<file path="src/rtl/load_store_unit.sv">
// Single-port load/store unit for RV32I accesses: word loads/stores go straight
// through, while byte/halfword stores read the word, merge the lane and write it back.
module load_store_unit (
    input  logic        clk,
    input  logic        rst,
    input  logic        req_valid,
    output logic        req_ready,
    input  logic        req_store,
    input  logic [2:0]  req_funct3,
    input  logic [31:0] req_addr,
    input  logic [31:0] req_wdata,
    output logic        resp_valid,
    output logic        resp_err,
    output logic [31:0] resp_rdata,
    output logic        mem_read,
    output logic        mem_write,
    output logic [31:0] mem_addr,
    output logic [31:0] mem_wdata,
    input  logic [31:0] mem_rdata
);
    typedef enum logic [2:0] {IDLE, LOAD, WRITE, RMW_RD, RMW_WR, RESP} state_t;

    state_t      r_state, w_next;
    logic        r_store, r_err;
    logic [2:0]  r_funct3;
    logic [31:0] r_addr, r_wdata, r_rdata;

    logic        w_accept, w_err;
    logic [7:0]  w_byte;
    logic [15:0] w_half;
    logic [31:0] w_load_data, w_merged;

    assign w_accept = req_valid && (r_state == IDLE);

    // Illegal codes, stores with unsigned codes, and misaligned H/W accesses.
    always_comb begin
        w_err = 1'b0;
        case (req_funct3)
            3'b011, 3'b110, 3'b111: w_err = 1'b1;
            3'b100:                 w_err = req_store;
            3'b101:                 w_err = req_store || req_addr[0];
            3'b001:                 w_err = req_addr[0];
            3'b010:                 w_err = (req_addr[1:0] != 2'b00);
            default:                w_err = 1'b0;
        endcase
    end

    assign w_byte = mem_rdata[{r_addr[1:0], 3'b000} +: 8];
    assign w_half = mem_rdata[{r_addr[1], 4'b0000} +: 16];

    always_comb begin
        case (r_funct3)
            3'b000:  w_load_data = {{24{w_byte[7]}}, w_byte};
            3'b001:  w_load_data = {{16{w_half[15]}}, w_half};
            3'b010:  w_load_data = mem_rdata;
            3'b100:  w_load_data = {24'h0, w_byte};
            3'b101:  w_load_data = {16'h0, w_half};
            default: w_load_data = 32'h0;
        endcase
    end

    // r_rdata holds the word captured in RMW_RD; only the addressed lane changes.
    always_comb begin
        w_merged = r_rdata;
        if (r_funct3[1:0] == 2'b00)
            w_merged[{r_addr[1:0], 3'b000} +: 8] = r_wdata[7:0];
        else
            w_merged[{r_addr[1], 4'b0000} +: 16] = r_wdata[15:0];
    end

    always_comb begin
        w_next = r_state;
        case (r_state)
            IDLE: begin
                if (w_accept) begin
                    if (w_err)                       w_next = RESP;
                    else if (!req_store)             w_next = LOAD;
                    else if (req_funct3 == 3'b010)   w_next = WRITE;
                    else                             w_next = RMW_RD;
                end
            end
            LOAD:    w_next = RESP;
            WRITE:   w_next = RESP;
            RMW_RD:  w_next = RMW_WR;
            RMW_WR:  w_next = RESP;
            RESP:    w_next = IDLE;
            default: w_next = IDLE;
        endcase
    end

    always_ff @(posedge clk) begin
        if (rst) begin
            r_state  <= IDLE;
            r_store  <= 1'b0;
            r_err    <= 1'b0;
            r_funct3 <= 3'b000;
            r_addr   <= 32'h0;
            r_wdata  <= 32'h0;
            r_rdata  <= 32'h0;
        end else begin
            r_state <= w_next;
            case (r_state)
                IDLE: begin
                    if (w_accept) begin
                        r_store  <= req_store;
                        r_funct3 <= req_funct3;
                        r_addr   <= req_addr;
                        r_wdata  <= req_wdata;
                        r_err    <= w_err;
                        r_rdata  <= 32'h0;
                    end
                end
                LOAD:    r_rdata <= w_load_data;
                RMW_RD:  r_rdata <= mem_rdata;
                RMW_WR:  r_rdata <= 32'h0;
                default: ;
            endcase
        end
    end

    // Strobes and the response are gated by rst so an abort never leaks a write.
    always_comb begin
        req_ready  = (r_state == IDLE);
        mem_read   = !rst && ((r_state == LOAD) || (r_state == RMW_RD));
        mem_write  = !rst && ((r_state == WRITE) || (r_state == RMW_WR));
        mem_addr   = 32'h0;
        mem_wdata  = 32'h0;
        resp_valid = !rst && (r_state == RESP);
        resp_err   = 1'b0;
        resp_rdata = 32'h0;
        if ((r_state == LOAD) || (r_state == WRITE) ||
            (r_state == RMW_RD) || (r_state == RMW_WR))
            mem_addr = {r_addr[31:2], 2'b00};
        if (r_state == WRITE)  mem_wdata = r_wdata;
        if (r_state == RMW_WR) mem_wdata = w_merged;
        if (resp_valid) begin
            resp_err   = r_err;
            resp_rdata = r_rdata;
        end
    end
endmodule

</file>
<file path="config.mk">
export PLATFORM = sky130hd
export DESIGN_NAME = load_store_unit
export DESIGN_NICKNAME = d
export VERILOG_FILES = /design/src/rtl/load_store_unit.sv
export SDC_FILE = /design/constraint.sdc
export NUM_CORES = 1
export LEC_CHECK = 0
export CORE_ASPECT_RATIO = 0.75
export CORE_MARGIN = 4
export CORE_UTILIZATION = 40
export CTS_CLUSTER_DIAMETER = 120
export DETAILED_ROUTE_END_ITERATION = 8
export HOLD_SLACK_MARGIN = 0.08
export PLACE_DENSITY = 0.79
export REMOVE_ABC_BUFFERS = 1
export SLEW_MARGIN = 25
export SYNTH_ARGS = -nofsm -noshare
export SYNTH_HDL_FRONTEND = slang
export SYNTH_SLANG_ARGS = --single-unit
</file>
<file path="constraint.sdc">
create_clock -name clk -period 3.3 [get_ports clk]
set_input_delay 0.33 -clock clk [delete_from_list [all_inputs] [get_ports clk]]
set_output_delay 0.33 -clock clk [all_outputs]
set_load 0.005 [all_outputs]
</file>
======== Word level (Yosys, flattened, before mapping) ========
Cells that the tools add are included.
cells by class
  shift operators ......................... 6
  $lt $le $gt $ge ......................... 0
  divide/modulo/power cells ............... 0
  $add $sub $neg .......................... 2
  bitwise operators ....................... 0
  reductions and logical operators ........ 20
  $mul .................................... 0
  equal/unequal tests ..................... 17
  multiplexer cells ....................... 17
operators by type and width
  kind                                                   count
  2-to-1 mux 32 bit                                      6
  one-hot mux 32 bit (5 select lines)                    1
  one-hot mux 32 bit (4 select lines)                    1
  bitwise mux 32 bit                                     2
  variable shift 16 x 7 -> 32 bit, first input constant  1
  variable shift 8 x 7 -> 32 bit, first input constant   1
  variable part select 16 x 7 -> 32 bit                  1
  variable part select 32 x 6 -> 16 bit                  1
  variable part select 32 x 6 -> 8 bit                   1
  variable part select 8 x 7 -> 32 bit                   1
  equality test 3 bit, second input constant             8
  equality test 3 x 2 -> 1 bit, second input constant    5
  negator 5 -> 7 bit                                     2
  equality test 3 x 1 -> 1 bit, second input constant    3
  one-hot mux 3 bit (3 select lines)                     1
  logical NOT 3 bit                                      2
  logical OR 1 bit                                       6
  2-to-1 mux 3 bit                                       2
  OR reduction 3 bit                                     2
  one-hot mux 1 bit (5 select lines)                     1
  logical AND 1 bit                                      4
  AND reduction 2 bit                                    2
  nonzero test 4 bit                                     1
  logical NOT 2 bit                                      1
  5 further kinds                                        6
word-level totals
  bits of input ports ..................... 103
  flip-flop bits (word level) ............. 103
  output and inout bits ................... 101
  bits in latches ......................... 0
  memory bits (read-only) ................. 0
  memories kept ........................... 0
  bits in writable memories ............... 0

======== Longest topological paths before layout ========
  depth after elaboration ................. 6
  mapped depth ............................ 9
  gate-level depth less buffers ........... 6

======== Worst setup path before layout ========
OpenSTA, ideal clock, no wires.
  kind .................................... register to output
  start point ............................. register r_addr[1]
  end point ............................... output port mem_wdata[10]
  path slack .............................. 0.727 ns
  arrival time ............................ 2.243 ns
  stages on the path, launching flop included .. 9
  required time ........................... 2.970 ns
  buffers on the path ..................... 2
  cells stage by stage .................... dfxtp_1 > buf_2 > buf_1 > inv_1 > ha_1 > nand2_1 > nor3_1 > a221o_1 > a22o_1
on the way
  cells in the longest elaborated chain, start to end .. 5
RTL lines
  what                                                                 line    source
  from (decl)                                                          26      logic [31:0] r_addr, r_wdata, r_rdata;
  from (signal assigned)                                               107     r_addr <= req_addr;
  negator 5 -> 7 bit (on tied branches)                                68, 66
  variable part select 16 x 7 -> 32 bit, or another cell as far along  68      w_merged[{r_addr[1], 4'b0000} +: 16] = r_wdata[15:0];
  bitwise mux 32 bit (on tied branches)                                68, 66
  2-to-1 mux 32 bit (*)                                                65      if (r_funct3[1:0] == 2'b00)
  2-to-1 mux 32 bit (*)                                                135     if (r_state == RMW_WR) mem_wdata = w_merged;
  to (decl)                                                            18      output logic [31:0] mem_wdata,
Mark *: on every way between the ends. The rest lies on a longest branch, timed or not.

======== Final worst setup path ========
  start point ............................. register r_state[0]
  end point ............................... output port mem_wdata[6]
on the way
  cells in the longest elaborated chain, start to end .. 3
RTL lines
  what                          line  source
  from (decl)                   23    state_t r_state, w_next;
  from (signal assigned)        101   r_state <= w_next;
  equality test 3 x 2 -> 1 bit  134   if (r_state == WRITE) mem_wdata = r_wdata;
  2-to-1 mux 32 bit             134
  2-to-1 mux 32 bit (*)         135
Marked as above.

==> results.toml <==
[run_status]
status = "completed"

[critical_path]
r2r_cells = 6
path_cells = "buf_4 > or3b_1 > a211oi_4 > a21oi_1 > a211oi_1 > clkdlybuf4s50_1"
worstReg2RegStart = "r_state[2]"
cp-start-kind = "flip-flop"
required_ns = 2.97
endpoint_kind = "primary output"
crit_type = "reg2out"
rrSetupSlack_ns = 1.03
crit_buf_inv = 2
r2r-end = "r_addr[0]"
slowest_delay_ns = 0.57
crit_family = "compound AO/OA/AOI/OAI gates"
endpoint = "mem_wdata[6]"
critPathMaxFanout = 9
cp-startpoint = "r_state[0]"
crit_cells = 6
critical_path_arrival_ns = 2.79
cp_slowest_cell = "clkdlybuf4s50_1"

[sta]
fin_setup_tns_ns = 0
max_freq_mhz = 321
setup_viol = 0
fin_skew_ns = 0.00744
slew_viol_final = 0
fin_crit_ns = 3.12
rsz0062_at_grt = "false"
relSlewSlack_pct = 34.3
worst_pin_slew_ns = 0.979
post-route-period-util_pct = 94.5
hold_viol_final = 0
hold_slack_ns = 0.420

[final_layout]
n_fill_cell = 1264
antenna_cells = 0
seq_area_mm2 = 0.00206
final_cells = 1059
drive_above_1_share_pct = 8.48
multi_input_area_mm2 = 0.00334
area_delta_synth_final_pct = 45.3
nets = 987

[placed_design]
gp_congestion = 0.896
io_buffers = 201
dpl.hpwl_mm = 14.9
dp.cells = 1043

[yosys]
netlist_area_mm2 = 0.00565
synth_edf_count = 0
synth.top_cells.by_count = "nand2_1, a21oi_1, dfxtp_1"
netlist_instances = 696
yosysSeqAreaShare_pct = 36.5
synth_most_common_cell = "nand2_1"
synth_top_area_share_pct = 36.5
yosys_warnings = 0
synth_flop_cell = "dfxtp_1"
ys_async_sr_fraction_pct = 0
synth_cell_types = 59
yosysTopAreaCell = "dfxtp_1"
avgSynthCellArea_um2 = 8.11
synth_area_leaders = "dfxtp_1, nand2_1, a21oi_1"
synth_seq_cells = 103

[detailed_routing]
drtAntennaViolNets = 0
vias = 5932
drt-wirelength-per-cell_um = 19.4
first_pass_iters = 6
drcViolationCount = 0
wirelength_mm = 20.6
viasPerCell = 5.60
first_iter_violations = 501

[clock_network]
cts-htree-levels = 3
numClockSinks = 103
cts.repair.resized = 0
clk_pin_slew_ns = 0.07
cts_tree = "built"
clk_latency_ns = 0.35
cts_buffers = 9
cts-root-buf = "clkbuf_16"
cts_buffer_depth = 2
ctsHoldBuffers = 0
post_cts_buffers = 0

[grt]
track_usage_pct = 24.6
overflow = 0
antenna_found_initial = 0
grt_start_max_net_pins = 63
grt_pass1_vias = 5568
grt_pass1_wl_mm = 31.7

[floorplan]
pin_count = 204
die_w_um = 145
core_mm2 = 0.0137
rows = 37
die-area_mm2 = 0.0161
start_util_pct = 41.1
die_y_um = 111

[flow_run]
max_cap_viol_count = 0

[min_path]
worstHoldPathType = "in2reg"

[power]
p_per_area_mw_per_mm2 = 445
p_leak_nw = 2.94
ir_drop_uv = 270
per-layer routing:
layer / share of wire, % / wire length, um / track usage (%)
met2: 45 / 9200 / 38.6
met1: 43 / 8950 / 32.8
met4: 1.0 / 211 / 5.06
met5: 0 / 0 / 0
met3: 11 / 2230 / 8.66
flip-flops by register name (all words and copies together) (netlist names):
signal	cells
r_addr	32
r_err	1
r_funct3	3
r_rdata	32
r_state	3
r_wdata	32
cells in the final DEF (no fill, tap or decap), types with 12 or more instances in the layout:
master             n
a21oi_1          105
a221o_1           48
a22o_1            17
and2_1            77
buf_4             27
clkdlybuf4s50_1  200
dfxtp_1          102
mux2i_1           17
nand2_1          147
nor2_1            12
o21ai_0           13
kinds of logic (layout without fill, tap and decap cells):
group	count (synthesis)	in the layout	synth area share (%)
adder cells (fa/ha/maj)	5	5	1.11
flip-flops	103	103	36.5
buffers and inverters	67	254	5.41
AO/OA/AOI/OAI	221	221	27.7
other	1	2	0.0664
AND/OR/NAND/NOR	272	272	24.0
XOR/XNOR	1	1	0.155
multiplexers	26	26	5.01
cell type report:
cell class              count  area share (%)
repair buffers            231            27.7
clock buffers              11            3.08
clock inverters             5           0.397
multi-input cells         527            40.7
well taps                 175            2.67
inverters                   7           0.320
flip-flops and latches    103            25.1
report_power, final:
part	switching, mW	internal, mW	total [mW]
sequential	0.119	1.37	1.49
combinational	0.593	0.526	1.12
clock	0.485	0.552	1.04
metrics by stage:
step / worst slack [ns] / util (%) / power (mW) / area (um^2)
floorplan: 0.155 / - / 2.05 / 5370
detailed placement: 0.497 / 57.5 / 2.63 / 7910
global placement: 0.574 / 57.4 / 2.60 / 7900
CTS: 0.115 / 59.6 / 3.66 / 8190
finish: 0.181 / 59.7 / 3.65 / 8200
global route: 0.0679 / 59.7 / 3.83 / 8200
worst min path at each step:
stage          depth (start not counted)  slack (ns)           to  startpoint
3_3_place_gp                           2        0.44   r_addr[18]  r_addr[18]
4_1_cts                                2        0.40  r_funct3[0]         rst
3_5_place_dp                           2        0.44   r_addr[25]  r_addr[25]
5_1_grt                                2        0.42  r_funct3[2]         rst
6_report                               2        0.42  r_funct3[0]         rst
2_1_floorplan                          1        0.40    r_addr[0]         rst
Power figures use the tool's default switching activity.
